`config.mk`:
```
export PLATFORM = sky130hd
export DESIGN_NAME = bg_frame_sequencer_flat
export DESIGN_NICKNAME = d
export VERILOG_FILES = /design/src/rtl/bg_frame_sequencer_if.sv /design/src/rtl/bg_frame_sequencer.sv /design/src/flat_wrapper.sv
export SDC_FILE = /design/constraint.sdc
export NUM_CORES = 1
export LEC_CHECK = 0
export ABC_AREA = 1
export CAP_MARGIN = 20
export CORE_MARGIN = 10
export CORE_UTILIZATION = 45
export DETAILED_ROUTE_END_ITERATION = 6
export PLACE_DENSITY = 0.76
export SLEW_MARGIN = 10
export SYNTH_ARGS = -nofsm -noshare
export SYNTH_HDL_FRONTEND = slang
export SYNTH_SLANG_ARGS = --single-unit
```
`constraint.sdc`:
```
create_clock -name pclk -period 2.3 [get_ports pclk]
set_clock_uncertainty 0.1 [all_clocks]
set_input_delay 0.23 -clock pclk [delete_from_list [all_inputs] [get_ports pclk]]
set_output_delay 0.23 -clock pclk [all_outputs]
set_load 0.05 [all_outputs]
```
`src/rtl/bg_frame_sequencer_if.sv`:
```
// rtl/bg_frame_sequencer_if.sv - timing-side inputs and frame-buffer controls of the sequencer
interface bg_frame_sequencer_if #(
  parameter int ADDR_W   = 18,
  parameter int PERIOD_W = 8
);
  logic                vtcvde;
  logic                vtc_vsync;
  logic                ref_req;
  logic [PERIOD_W-1:0] ref_period;
  logic [ADDR_W-1:0]   addr_1_b;
  logic                en_ram1;
  logic                en_ram2;
  logic                ref_we;
  logic                acc_en;
  logic                frame_start;
  logic [1:0]          mode;
  logic                frame_err;

  modport master (
    output vtcvde, vtc_vsync, ref_req, ref_period,
    input  addr_1_b, en_ram1, en_ram2, ref_we, acc_en, frame_start, mode, frame_err
  );

  modport slave (
    input  vtcvde, vtc_vsync, ref_req, ref_period,
    output addr_1_b, en_ram1, en_ram2, ref_we, acc_en, frame_start, mode, frame_err
  );
endinterface

```
`src/rtl/bg_frame_sequencer.sv`:
```
// rtl/bg_frame_sequencer.sv - raster tracking, capture/run frame decision and frame-buffer enables
module bg_frame_sequencer #(
  parameter int H_ACTIVE = 640,
  parameter int V_ACTIVE = 360,
  parameter int ADDR_W   = 18,
  parameter int PERIOD_W = 8
) (
  input logic              pclk,
  input logic              reset,
  bg_frame_sequencer_if.slave bus
);
  localparam int FRAME_PIX = H_ACTIVE * V_ACTIVE;
  localparam logic [ADDR_W:0] LAST = FRAME_PIX[ADDR_W:0];

  typedef enum logic [1:0] {IDLE = 2'b00, CAPTURE = 2'b01, RUN = 2'b10} state_t;

  state_t              state;
  state_t              edge_state;
  state_t              pix_state;
  logic                vsync_q;
  logic                req_pend;
  logic [ADDR_W:0]     pix;
  logic [PERIOD_W-1:0] frm_cnt;
  logic [ADDR_W-1:0]   addr_q;
  logic                en_ram1_q, en_ram2_q, ref_we_q, acc_en_q, frame_start_q, frame_err_q;
  logic                vs_rise, period_hit, pix_ok, overrun;

  assign vs_rise    = bus.vtc_vsync & ~vsync_q;
  assign period_hit = (bus.ref_period != '0) && (frm_cnt == bus.ref_period - 1'b1);
  assign edge_state = (state == IDLE || req_pend || bus.ref_req || period_hit) ? CAPTURE : RUN;
  assign pix_state  = vs_rise ? edge_state : state;
  // A pixel on the vsync edge belongs to the new frame, so it is never an overrun.
  assign overrun    = bus.vtcvde && !vs_rise && state != IDLE && pix == LAST;
  assign pix_ok     = bus.vtcvde && (vs_rise || (state != IDLE && pix != LAST));

  always_ff @(posedge pclk) begin
    if (reset) begin
      state         <= IDLE;
      vsync_q       <= 1'b0;
      req_pend      <= 1'b0;
      pix           <= '0;
      frm_cnt       <= '0;
      addr_q        <= '0;
      en_ram1_q     <= 1'b0;
      en_ram2_q     <= 1'b0;
      ref_we_q      <= 1'b0;
      acc_en_q      <= 1'b0;
      frame_start_q <= 1'b0;
      frame_err_q   <= 1'b0;
    end else begin
      vsync_q       <= bus.vtc_vsync;
      frame_start_q <= vs_rise;

      if (pix_ok) begin
        addr_q <= vs_rise ? '0 : pix[ADDR_W-1:0];
        pix    <= vs_rise ? (ADDR_W+1)'(1) : pix + 1'b1;
      end else if (vs_rise) begin
        pix <= '0;
      end

      en_ram1_q <= pix_ok && pix_state == RUN;
      en_ram2_q <= pix_ok;
      ref_we_q  <= pix_ok && pix_state == CAPTURE;
      acc_en_q  <= pix_ok && pix_state == RUN;

      if (vs_rise)
        frame_err_q <= (state != IDLE) && (pix != LAST);
      else if (overrun)
        frame_err_q <= 1'b1;

      if (vs_rise) begin
        state <= edge_state;
        if (edge_state == CAPTURE) begin
          frm_cnt  <= '0;
          req_pend <= 1'b0;
        end else if (frm_cnt != '1) begin
          frm_cnt <= frm_cnt + 1'b1;
        end
      end else if (state != IDLE && bus.ref_req) begin
        req_pend <= 1'b1;
      end
    end
  end

  assign bus.addr_1_b    = addr_q;
  assign bus.en_ram1     = en_ram1_q;
  assign bus.en_ram2     = en_ram2_q;
  assign bus.ref_we      = ref_we_q;
  assign bus.acc_en      = acc_en_q;
  assign bus.frame_start = frame_start_q;
  assign bus.mode        = state;
  assign bus.frame_err   = frame_err_q;
endmodule
```
`src/flat_wrapper.sv`:
```
// flat-port wrapper written by rule: the top's interface ports become plain ports
module bg_frame_sequencer_flat 
#(
  parameter int H_ACTIVE = 640,
  parameter int V_ACTIVE = 360,
  parameter int ADDR_W   = 18,
  parameter int PERIOD_W = 8
)
  (pclk, reset, bus_vtcvde, bus_vtc_vsync, bus_ref_req, bus_ref_period, bus_addr_1_b, bus_en_ram1, bus_en_ram2, bus_ref_we, bus_acc_en, bus_frame_start, bus_mode, bus_frame_err);
  bg_frame_sequencer_if #(.ADDR_W(ADDR_W), .PERIOD_W(PERIOD_W)) bus_i ();
  input logic pclk;
  input logic reset;
  input wire logic [$bits(bus_i.vtcvde)-1:0] bus_vtcvde;
  input wire logic [$bits(bus_i.vtc_vsync)-1:0] bus_vtc_vsync;
  input wire logic [$bits(bus_i.ref_req)-1:0] bus_ref_req;
  input wire logic [$bits(bus_i.ref_period)-1:0] bus_ref_period;
  output wire logic [$bits(bus_i.addr_1_b)-1:0] bus_addr_1_b;
  output wire logic [$bits(bus_i.en_ram1)-1:0] bus_en_ram1;
  output wire logic [$bits(bus_i.en_ram2)-1:0] bus_en_ram2;
  output wire logic [$bits(bus_i.ref_we)-1:0] bus_ref_we;
  output wire logic [$bits(bus_i.acc_en)-1:0] bus_acc_en;
  output wire logic [$bits(bus_i.frame_start)-1:0] bus_frame_start;
  output wire logic [$bits(bus_i.mode)-1:0] bus_mode;
  output wire logic [$bits(bus_i.frame_err)-1:0] bus_frame_err;
  assign bus_i.vtcvde = bus_vtcvde;
  assign bus_i.vtc_vsync = bus_vtc_vsync;
  assign bus_i.ref_req = bus_ref_req;
  assign bus_i.ref_period = bus_ref_period;
  assign bus_addr_1_b = bus_i.addr_1_b;
  assign bus_en_ram1 = bus_i.en_ram1;
  assign bus_en_ram2 = bus_i.en_ram2;
  assign bus_ref_we = bus_i.ref_we;
  assign bus_acc_en = bus_i.acc_en;
  assign bus_frame_start = bus_i.frame_start;
  assign bus_mode = bus_i.mode;
  assign bus_frame_err = bus_i.frame_err;
  bg_frame_sequencer #(.H_ACTIVE(H_ACTIVE), .V_ACTIVE(V_ACTIVE), .ADDR_W(ADDR_W), .PERIOD_W(PERIOD_W)) u_core (.pclk(pclk), .reset(reset), .bus(bus_i));
endmodule
```
==> implementation parameters <==
Parameter                              Value

Synthesis
  Sequential area share after synthesis    35.3%
  Top-area cell type share of the netlist area    35.3%
  Syn_area_per_cell    6.37 µm²
  Most common cell in the synthesized netlist    nand2_1
  Ranking of synthesized cells by area    dfxtp_1 35%, nand2_1 16%, nor2_1 8.5%
  Number of storage elements in the synthesis netlist    54
  Post-synth top cells    134 x nand2_1, 69 x nor2_1, 54 x dfxtp_1
  Synth warnings    0
  Share of synthesized registers carrying an async set or reset    0%
  Count of different cell masters after synthesis    30
  Cell taking the most area after synthesis    dfxtp_1
  Netlist area before placement    3060 µm²
  EDFF count, synth    0
  Count of mapped cells out of synthesis    481
  Syn_nets    498
  Flip-flop cell with the highest count after synthesis    dfxtp_1

Placement
  Worst setup slack after placement    -0.0292 ns
  Half-perimeter wire length of the detailed placement result    5.65 mm
  Final RePlAce weighted congestion    0.935
  Placed Cells    590
  Cell area reported after detailed placement    3510 µm²
  # port buffers    38

Finish
  Finished layout cell area    3610 µm²
  Final cell count without fillers    598
  Layout net count    534
  Number of filler instances in the final layout    665
  Antenna diodes    0
  Layout cells sized above 1    7.14%
  Synthesis-to-layout area growth    17.8%

Critical path
  Biggest cell delay along the critical path    0.41 ns
  Depth of the worst register-to-register path    12
  Chain of cells forming the critical path    inv_1 -> ha_1 -> nand2_1 -> nor3_1 -> nand3_1 -> nand2_1 -> nand2_2 -> nand2_4 -> inv_2 -> buf_4 -> nand2_1 -> a21oi_1
  Kind of capture point of the worst setup path    flop
  Kind of critical path    reg -> reg
  Data required, critical path    2.44 ns
  Kind of cell adding the most delay to the critical path    buffers and inverters
  Buffers & Inverters on Critical Path    3
  Arrival time at the worst endpoint    2.18 ns
  Total number of cells along the worst setup path    12
  Startpoint Class    flop
  Worst-path fanout max    17
  Most frequent cell on the critical path    nand2_1
  Crit-path slowest cell    dfxtp_1

Drt
  Final Routed Wirelength    7.64 mm
  First-pass iteration count of the detailed router    5
  Via count    3102
  Number of nets with antenna violations after detailed routing    0
  Average wire per cell in the routed design    12.8 µm
  Violation count after the first detailed-route iteration    206
  Ratio of routed vias to standard cells    5.19
  DRC violations left    0

Power and ir drop
  Leakage power    1.45 nW
  Maximum vdd drop    0.231 mV
  Power density over the cells    506 nW/µm²
  Overall power of the completed layout    1.82 mW

CTS
  Latest clock arrival within the worst-skew pair    0.31 ns
  Clock sink count    54
  Clock buffer count from CTS    5
  Clock root cell    clkbuf_8
  Clk pin slew, worst setup/hold paths    0.10 ns
  CTS tree    done
  Largest buffer count on any clock path    2
  Buffer count from post-CTS setup fixing    0
  CTS HTree Levels    2
  # hold bufs at CTS    0

Floorplanning
  Core region area    6720 µm²
  Area of the die    10500 µm²
  Overall die width    102 µm
  Boundary Pins    39
  Initial core utilization    45.6%
  Placement row count    30
  Die boundary height    102 µm

STA
  Final slew viol count    0
  Number of hold violations in the final report    0
  Final TNS setup    0 ns
  Max Freq    491 MHz
  Slack of the critical path    0.264 ns
  RSZ-0062 raised after global routing    no
  Final worst-path cycle share    88.5%
  Worst-case headroom to the max-slew limit    65.5%
  Transition at the pin with the smallest max-transition slack    0.516 ns
  # setup viols final    0
  Min Tclk post-route    2.04 ns

Flow run
  Max Cap Viol    0

GRT
  Overflow left after global routing    0
  Global-route wire length before repair    12.9 mm
  Number of global-route vias before repair    2843
  Maximum number of pins on one net before global-route repair    27
  Initial antenna violation count    0
  All-layer global routing usage    14.8%

Hold path
  Hold-critical path depth    3
  Type of the worst min-delay path    in -> reg

Outcome
  Outcome    finished, final reports clean
-- what timing repair did --
action / CTS / global route
setup endpoints to repair: 0 / 5
hold endpoints to repair: 0 / 0
resized for setup: 0 / 1
-- cells in the final DEF, fill, tap and decap left out, types with 2 or more instances in the layout --
cell / synthesis / routed
a21oi_1: 26 / 26
buf_4: 2 / 12
clkbuf_8: 0 / 5
clkdlybuf4s50_1: 0 / 38
clkinv_1: 3 / 3
dfxtp_1: 54 / 54
ha_1: 4 / 4
inv_1: 43 / 43
inv_2: 6 / 6
nand2_1: 134 / 134
nand2_2: 5 / 4
nand2_4: 1 / 2
nand3_1: 44 / 44
nand4_1: 9 / 9
nor2_1: 69 / 69
nor3_1: 10 / 10
nor3_2: 2 / 2
o21ai_0: 16 / 16
o21ai_1: 10 / 10
xnor2_1: 5 / 5
xor2_1: 11 / 11
-- sequential cells by signal, summed over array words and instances, names as in the netlist --
name                    cells
u_core.bus.frame_err        1
u_core.pix                 19
u_core.bus.frame_start      1
u_core.bus.ref_we           1
u_core.frm_cnt              8
u_core.bus.addr_1_b        18
u_core.bus.mode             2
u_core.bus.en_ram2          1
u_core.req_pend             1
u_core.vsync_q              1
u_core.bus.en_ram1          1
-- power by group --
part | total, mW | internal, mW | leakage (nW) | switching, mW
clock | 0.537 | 0.219 | 0.0418 | 0.318
combinational | 0.311 | 0.102 | 0.972 | 0.209
sequential | 0.975 | 0.955 | 0.438 | 0.0198
-- area by class of cell --
| cell class | instances | area [µm²] | share of cell area (%) |
|---|---|---|---|
| clock buffer | 6 | 72.6 | 2.01 |
| clock inverter | 2 | 16.3 | 0.451 |
| timing repair buffer | 50 | 470 | 13.0 |
| tap | 80 | 100 | 2.77 |
| sequential | 54 | 1080 | 30.0 |
| multi-input combinational | 353 | 1670 | 46.2 |
| inverter | 53 | 200 | 5.55 |
-- stage by stage --
stage / hold WS (ns) / utilization, %
2_1_floorplan: 0.255 / -
3_3_place_gp: 0.367 / 52.3
3_5_place_dp: 0.370 / 52.3
4_1_cts: 0.349 / 53.6
5_1_grt: 0.369 / 53.7
6_report: 0.352 / 53.7
-- per-layer routing --
metal / wire, µm / global-route usage (%) / part of all wire [%] / up-vias
met4: 100 / 4.66 / 1.3 / 0
li1: - / - / - / 1593
met5: 0 / 0 / 0 / -
met3: 636 / 2.70 / 8.3 / 9
met2: 3330 / 23.0 / 44 / 103
met1: 3570 / 20.1 / 47 / 1397
-- cells by family (layout without fill, tap and decap cells) --
group,count (synthesis),in the layout,share of synthesized area (%)
adder cells (fa/ha/maj),4,4,1.63
buffers and inverters,74,111,10.4
flip-flops,54,54,35.3
XOR/XNOR,16,16,4.58
AND/OR/NAND/NOR,277,277,38.6
AO/OA/AOI/OAI,56,56,9.48
-- worst paths after layout --
kind | start | slack, ns | endpoint
min reg2reg | u_core.bus.addr_1_b[11]$_SDFFE_PP0P_ | 0.38 | u_core.bus.addr_1_b[11]$_SDFFE_PP0P_
max reg2reg | u_core.pix[0]$_SDFFE_PP0P_ | 0.26 | u_core.bus.addr_1_b[0]$_SDFFE_PP0P_
max | u_core.pix[0]$_SDFFE_PP0P_ | 0.26 | u_core.bus.addr_1_b[0]$_SDFFE_PP0P_
min | bus_vtc_vsync | 0.35 | u_core.vsync_q$_SDFF_PP0_
-- tightest hold or removal path, stage by stage --
cell,delay (ns)
clkdlybuf4s50_1,0.40
inv_1,0.07
nor2_1,0.04
Note: power is estimated with default switching activity, not from simulation.
